`src/rtl/bcd_pkg.sv`:
```
// Shared types and constants for the 3-decade BCD counter control path.
package bcd_pkg;

  typedef enum logic [2:0] {
    StIdle,
    StRun,
    StPause,
    StClr,
    StHalt
  } ctrl_state_t;

  localparam logic [11:0] BCD_MAX       = 12'h999;
  localparam logic [3:0]  BCD_DIGIT_MAX = 4'd9;

  // A value with any nibble above 9 can never equal a real counter value.
  function automatic logic bcd_is_valid(input logic [11:0] v);
    return (v[3:0] <= BCD_DIGIT_MAX) && (v[7:4] <= BCD_DIGIT_MAX) &&
           (v[11:8] <= BCD_DIGIT_MAX);
  endfunction

endpackage

```
`src/rtl/bcd_tick_gen.sv`:
```
// Run-gated prescaler: tick every TICK_DIV cycles of run; phase held while run is low.
module bcd_tick_gen #(
  parameter int unsigned TICK_DIV = 10
) (
  input  logic clk,
  input  logic reset,
  input  logic run,
  input  logic clr,
  output logic tick
);

  localparam int unsigned PRESC_W = (TICK_DIV > 1) ? $clog2(TICK_DIV) : 1;
  localparam logic [PRESC_W-1:0] PrescMax = PRESC_W'(TICK_DIV - 1);

  logic [PRESC_W-1:0] presc_q, presc_d;

  always_comb begin
    presc_d = presc_q;
    tick    = 1'b0;
    if (clr) begin
      presc_d = '0;
    end else if (run) begin
      if (presc_q == PrescMax) begin
        tick    = 1'b1;
        presc_d = '0;
      end else begin
        presc_d = presc_q + PRESC_W'(1);
      end
    end
  end

  always_ff @(posedge clk) begin
    if (reset) begin
      presc_q <= '0;
    end else begin
      presc_q <= presc_d;
    end
  end

endmodule

```
`src/rtl/bcd_count_ctrl.sv`:
```
// Run-control sequencer for a 000-999 BCD counter: prescaled enable, clear, alarm, lap capture.
module bcd_count_ctrl
  import bcd_pkg::*;
#(
  parameter int unsigned TICK_DIV = 10,
  parameter bit          WRAP     = 1'b0
) (
  input  logic        clk,
  input  logic        reset,
  input  logic        start,
  input  logic        stop,
  input  logic        clear,
  input  logic        lap,
  input  logic [11:0] target,
  input  logic [3:0]  cnt_ones,
  input  logic [3:0]  cnt_tens,
  input  logic [3:0]  cnt_hundred,
  input  logic        cnt_done,
  output logic        cnt_enable,
  output logic        cnt_reset,
  output logic        running,
  output logic [11:0] lap_value,
  output logic        lap_valid,
  output logic        alarm,
  output logic        overflow
);

  ctrl_state_t state_q, state_d;
  logic [11:0] count;
  logic        tick, terminal, lap_ok;
  logic        tick_q, tick_d;
  logic        alarm_q, alarm_d;
  logic        lap_valid_q, lap_valid_d;
  logic        overflow_q, overflow_d;
  logic [11:0] lap_value_q, lap_value_d;

  assign count = {cnt_hundred, cnt_tens, cnt_ones};

  bcd_tick_gen #(
    .TICK_DIV (TICK_DIV)
  ) u_tick_gen (
    .clk   (clk),
    .reset (reset),
    .run   (state_q == StRun),
    .clr   (state_q == StClr),
    .tick  (tick)
  );

  // Without wrap, the tick that would roll 999 over is swallowed and we halt instead.
  assign terminal   = tick && (count == BCD_MAX) && !WRAP;
  assign cnt_enable = tick && !terminal;
  assign cnt_reset  = (state_q == StClr);
  assign running    = (state_q == StRun);

  always_comb begin
    state_d = state_q;
    if (clear) begin
      state_d = StClr;
    end else begin
      unique case (state_q)
        StIdle:  if (start) state_d = StRun;
        StRun: begin
          if (terminal) begin
            state_d = StHalt;
          end else if (stop) begin
            state_d = StPause;
          end
        end
        StPause: if (start) state_d = StRun;
        StClr:   state_d = StIdle;
        StHalt:  state_d = StHalt;
        default: state_d = StIdle;
      endcase
    end
  end

  always_comb begin
    lap_ok = lap && !clear &&
             ((state_q == StRun) || (state_q == StPause) || (state_q == StHalt));
    tick_d      = cnt_enable;
    alarm_d     = tick_q && (count == target) && bcd_is_valid(target) && (state_q == StRun);
    lap_valid_d = lap_ok;
    lap_value_d = lap_value_q;
    if (state_d == StClr) begin
      lap_value_d = '0;
    end else if (lap_ok) begin
      lap_value_d = count;
    end
    if (WRAP) begin
      overflow_d = cnt_done && cnt_enable;
    end else begin
      overflow_d = (state_d == StHalt);
    end
  end

  always_ff @(posedge clk) begin
    if (reset) begin
      state_q     <= StIdle;
      tick_q      <= 1'b0;
      alarm_q     <= 1'b0;
      lap_valid_q <= 1'b0;
      lap_value_q <= '0;
      overflow_q  <= 1'b0;
    end else begin
      state_q     <= state_d;
      tick_q      <= tick_d;
      alarm_q     <= alarm_d;
      lap_valid_q <= lap_valid_d;
      lap_value_q <= lap_value_d;
      overflow_q  <= overflow_d;
    end
  end

  assign alarm     = alarm_q;
  assign lap_valid = lap_valid_q;
  assign lap_value = lap_value_q;
  assign overflow  = overflow_q;

endmodule
```
`config.mk`:
```
export PLATFORM = sky130hd
export DESIGN_NAME = bcd_count_ctrl
export DESIGN_NICKNAME = d
export VERILOG_FILES = /design/src/rtl/bcd_pkg.sv /design/src/rtl/bcd_tick_gen.sv /design/src/rtl/bcd_count_ctrl.sv
export SDC_FILE = /design/constraint.sdc
export NUM_CORES = 1
export LEC_CHECK = 0
export CORE_ASPECT_RATIO = 1.4
export CORE_UTILIZATION = 44
export DETAILED_ROUTE_END_ITERATION = 8
export HOLD_SLACK_MARGIN = 0.12
export PLACE_DENSITY = 0.8
export SKIP_CTS_REPAIR_TIMING = 1
export SLEW_MARGIN = 25
export SYNTH_ARGS = -nofsm -noshare
export SYNTH_HDL_FRONTEND = slang
export SYNTH_SLANG_ARGS = --single-unit
```
`constraint.sdc`:
```
create_clock -name clk -period 2.2 [get_ports clk]
set_input_delay 0.33 -clock clk [delete_from_list [all_inputs] [get_ports clk]]
set_output_delay 0.33 -clock clk [all_outputs]
set_load 0.02 [all_outputs]
```
Word level (Yosys, flattened, before mapping)
Index checks and enable logic that the tools add are counted.
{"block": "word_totals", "wordCells": 46, "in_bits": 31, "regBits": 23}
{"block": "classes", "addsub": 1, "n_reduce_logical": 17, "n_lt_le_gt_ge": 3, "muxes": 9, "eq_ne": 9}
{"cell": "$eq 12x12->1", "n": 1}
{"cell": "$eq 12x12->1 const B", "n": 1}
{"cell": "$le 4x4->1 const B", "n": 3}
{"cell": "$mux 3", "n": 4}
{"cell": "$eq 3x2->1 const B", "n": 3}
{"cell": "$logic_and 1x1->1", "n": 9}
{"cell": "$pmux 3 s3", "n": 1}
{"cell": "$eq 3x3->1 const B", "n": 2}
{"cell": "$reduce_or 2->1", "n": 3}
{"cell": "$add 4x1->4 const B", "n": 1}
{"cell": "$eq 4x4->1 const B", "n": 1}
{"cell": "$mux 4", "n": 1}
{"cell": "$eq 3x1->1 const B", "n": 1}
{"cell": "$logic_not 3->1", "n": 1}
{"cell": "$mux 1", "n": 3}
{"cell": "$logic_not 1->1", "n": 2}
{"cell": "$logic_or 1x1->1", "n": 2}

Longest topological paths before layout
{"block": "logic_depth", "ltp_word": 10, "ltp_mapped": 5, "ltp_nobuf": 4}

By module
Synthesis repeated with hierarchy kept, for this count alone.
{"block": "unflattened", "hier_cells": 121, "area_unflattened_um2": 1134.8}
{"mod": "bcd_count_ctrl", "seq_area_each_um2": 380.4, "cells_each": 101, "area_each_um2": 940.9, "instances": 1}
{"mod": "bcd_tick_gen", "seq_area_each_um2": 80.1, "cells_each": 20, "area_each_um2": 193.9, "instances": 1}

Least setup slack after synthesis
No wires, ideal clock.
{"block": "synth_path", "path_kind": "reg-to-output", "start": "register state_q[1]", "end": "output port cnt_enable", "path_stages_with_launch": 4, "arrival_time_ns": 1.214, "t_required_ns": 1.870, "path_buffers": 0, "slack_ns": 0.656, "path_cell_list": "dfxtp_1 > nand4bb_1 > nor3_1 > nor2b_1"}
{"block": "synth_between", "elab_chain_len": 6}
{"item": "from (decl)", "line_no": "bcd_count_ctrl.sv:28", "rtl": "ctrl_state_t state_q, state_d;"}
{"item": "from (signal assigned)", "line_no": "bcd_count_ctrl.sv:98", "rtl": "state_q <= StIdle;"}
{"item": "from (signal assigned)", "line_no": "bcd_count_ctrl.sv:105", "rtl": "state_q <= state_d;"}
{"item": "$eq 3x1->1", "line_no": "bcd_count_ctrl.sv:44", "rtl": ".run (state_q == StRun),"}
{"item": "$mux 1", "line_no": "bcd_tick_gen.sv:22", "rtl": "end else if (run) begin"}
{"item": "$mux 1 (*)", "line_no": "bcd_tick_gen.sv:20", "rtl": "if (clr) begin"}
{"item": "$logic_and 1x1->1", "line_no": "bcd_count_ctrl.sv:50", "rtl": "assign terminal = tick && (count == BCD_MAX) && !WRAP;"}
{"item": "$logic_not 1->1", "line_no": "bcd_count_ctrl.sv:51", "rtl": "assign cnt_enable = tick && !terminal;"}
{"item": "$logic_and 1x1->1 (*)", "line_no": "bcd_count_ctrl.sv:51"}
{"item": "to (decl)", "line_no": "bcd_count_ctrl.sv:19", "rtl": "output logic cnt_enable,"}
Every way passes the cells marked *; elsewhere a longest branch is shown, timed or not.

Worst setup path in the final report
{"block": "layout_path", "start": "input port cnt_ones[1]", "end": "output port cnt_enable"}
{"block": "layout_between", "elab_chain_len": 4}
{"item": "from (decl)", "line_no": "bcd_count_ctrl.sv:15", "rtl": "input logic [3:0] cnt_ones,"}
{"item": "$eq 12x12->1", "line_no": "bcd_count_ctrl.sv:50"}
{"item": "$logic_and 1x1->1", "line_no": "bcd_count_ctrl.sv:50"}
{"item": "$logic_not 1->1", "line_no": "bcd_count_ctrl.sv:51"}
{"item": "$logic_and 1x1->1", "line_no": "bcd_count_ctrl.sv:51"}
No other way between the ends.

==> qor.yml <==
syn_area_per_cell_um2: 9.04
route.vias.total: 1115
fp.coreArea_mm2: 0.00239
drive_gt1_share_pct: 14.0
worst_rel_slew_slack_pct: 40.2
fin_skew_ns: 0.0113
synth_enable_flop_cells: 0
power.leakage_nw: 0.734
avgRoutedWirePerCell_um: 12.7
yosysWarnings: 0
totalPowerFinal_uw: 819
postRouteWirelength_um: 2790
nFillCells: 186
rows: 21
route.detailed.drc: 0
finalNetCount: 218
critical_path_arrival_ns: 1.82
critical_path.max_stage_delay_ns: 0.54
peak_ir_drop_on_the_vdd_network_mv: 0.294
synthesis.nets: 153
grt_overflow_total: 0
gpl.final_weighted_congestion: 0.825
synth_common_cells: "dfxtp_1, nor2_1, mux2i_1, xor2_1, nor3_1"
drt-pass1-iter-count: 4
crit_path_cell_trace: "clkdlybuf4s50_1, or4b_1, nor3_2, nor2b_1, clkbuf_2"
placed_cells_incl_taps: 216
die_h_um: 61.2
synth-seq-area-share_pct: 41.8
synthTopCellsByArea: "dfxtp_1, mux2i_1, nor2_1"
grt_util_all_layers_pct: 21.9
antenna_cells: 0
initialDrtViolationCount: 28
io_buffer_count: 47
hold_viol_final: 0
cts_tree: "done"
timing_worst_slew_pin_value_ns: 0.898
synth.lib_cells_used.distinct: 32
timing.critical_path.slowest_stage_cell: "or4b_1"
synth_seq_cells: 23
place_worst_setup_slack_ns: -0.337
finalWorstSetupSlack_ns: 0.0517
slew_viol_final: 0
synth_top_flop_cell: "dfxtp_1"
pin_count: 49
clock-root-buffer: "clkbuf_4"
netlist.top_cell.by_area: "dfxtp_1"
overall_die_area_mm2: 0.00271
grt_setup_unrepaired: "false"
number_of_global_route_vias_before_repair: 1078
h-tree-depth: 1
maxCapViolations: 0
worstPathRequired_ns: 1.87
dp_hpwl_um: 2290
die_width_um: 44.3
initial_antenna_violation_count: 0
grt_first_pass_wirelength_um: 4400
hold_path.class: "register to register"
clock_sink_count: 23
total_standard_cell_area_after_synthesis_mm2: 0.00110
clock_slew_at_reported_path_ffs_ns: 0.13
timing.critical_path.from_type: "input pin"
grt_start_max_net_pins: 15
area_taken_by_flip_flops_and_latches_um2: 460
multi_input_area_um2: 616
route.detailed.vias_per_inst: 5.07
finalWorstPathRequiredPeriod_ns: 2.15
async_reset_ff_share_pct: 0
postRouteAntennaNets: 0
finalSetupViolCount: 0
power_density_mw_per_mm2: 471
run_status: "complete, no violations"
final_cell_count_no_fill: 220
timing_worst_setup_path_type: "input pin to primary output"
hold_slack_ns: 0.467
insertion_delay_ns: 0.31
cts_buffers: 3
synth_top_cell_area_share_pct: 41.8
period_share_pct: 97.6
fmaxAchievable_ghz: 0.465
gate_count_post_synth: 122
critical_path.endpoint_type: "primary output"
synthToLayoutAreaGrowth_pct: 57.8
final_core_utilization_pct: 72.7
worst-path-max-fanout: 2
clock_path_buffers: 2
starting_density_of_the_core_pct: 46.1
## per-stage QoR
stage	TNS (ns)	area (um2)
2_1_floorplan	0	1100
3_3_place_gp	-0.296	1720
3_5_place_dp	-0.337	1720
4_1_cts	-0.344	1740
5_1_grt	0	1740
6_report	0	1740
## sequential cells by signal, summed over array words and instances (netlist names)
register,cells
tick_q,1
u_tick_gen.presc_q,4
overflow,1
lap_valid,1
state_q,3
alarm,1
lap_value,12
## where the power goes
part	switching, mW	internal (mW)
sequential	0.00812	0.427
clock	0.126	0.0678
combinational	0.0789	0.111
## per-layer routing
layer,track usage (%),part of all wire (%),up-vias
met5,0,0,-
met4,9.09,1.4,0
met3,3.52,5.3,5
met2,42.6,52,43
met1,22.6,41,514
li1,-,-,553
## final timing paths
check	from	endpoint	slack, ns	cells past startpoint
worst max register to register	state_q[2]	lap_value[9]	0.38	5
worst min-delay path	tick_q	alarm	0.47	2
worst max-delay path	cnt_ones[1]	cnt_enable	0.05	5
worst min register to register	tick_q	alarm	0.47	2
## area by class of cell
| type | instances | area share (%) |
|---|---|---|
| Clock inverter | 1 | 0.288 |
| Sequential cell | 23 | 26.5 |
| Inverter | 2 | 0.432 |
| Timing Repair Buffer | 63 | 33.7 |
| Tap cell | 34 | 2.45 |
| Clock buffer | 3 | 1.29 |
| Multi-Input combinational cell | 94 | 35.4 |
## critical path: cells and delay by family
family	cells	cell delay [ns]
buf+inv	2	0.61
simple gates	3	0.88
## cell families after synthesis
family,after synthesis,share of synthesized area [%]
and+or+nand+nor,57,28.3
DFF,23,41.8
AOI/OAI and AO/OA,14,7.95
muxes,12,10.9
xor gates and xnor gates,11,8.74
buffers and inverters,5,2.38
## placed cells by master, fill, tap and decap left out, drive strengths merged
master,Yosys,routed
clkdlybuf4s50,0,46
nor2,23,23
dfxtp,23,23
buf,1,16
mux2i,12,12
xor2,9,9
nor3,7,7
nand2,5,5
a21oi,5,5
o21ai,4,4
clkbuf,2,4
nand2b,3,3
nor2b,3,3
nor3b,3,3
nand4bb,2,2
xnor2,2,2
inv,2,2
or2,2,2
o22ai,2,2
and3b,1,1
or4b,1,1
nand4b,1,1
and2b,1,1
nor4,1,1
nand4,1,1
nand3b,1,1
o221ai,1,1
o2111ai,1,1
nand3,1,1
a31oi,1,1
and3,1,1
clkinv,0,1
No activity file was read; power rests on OpenSTA's default activity.
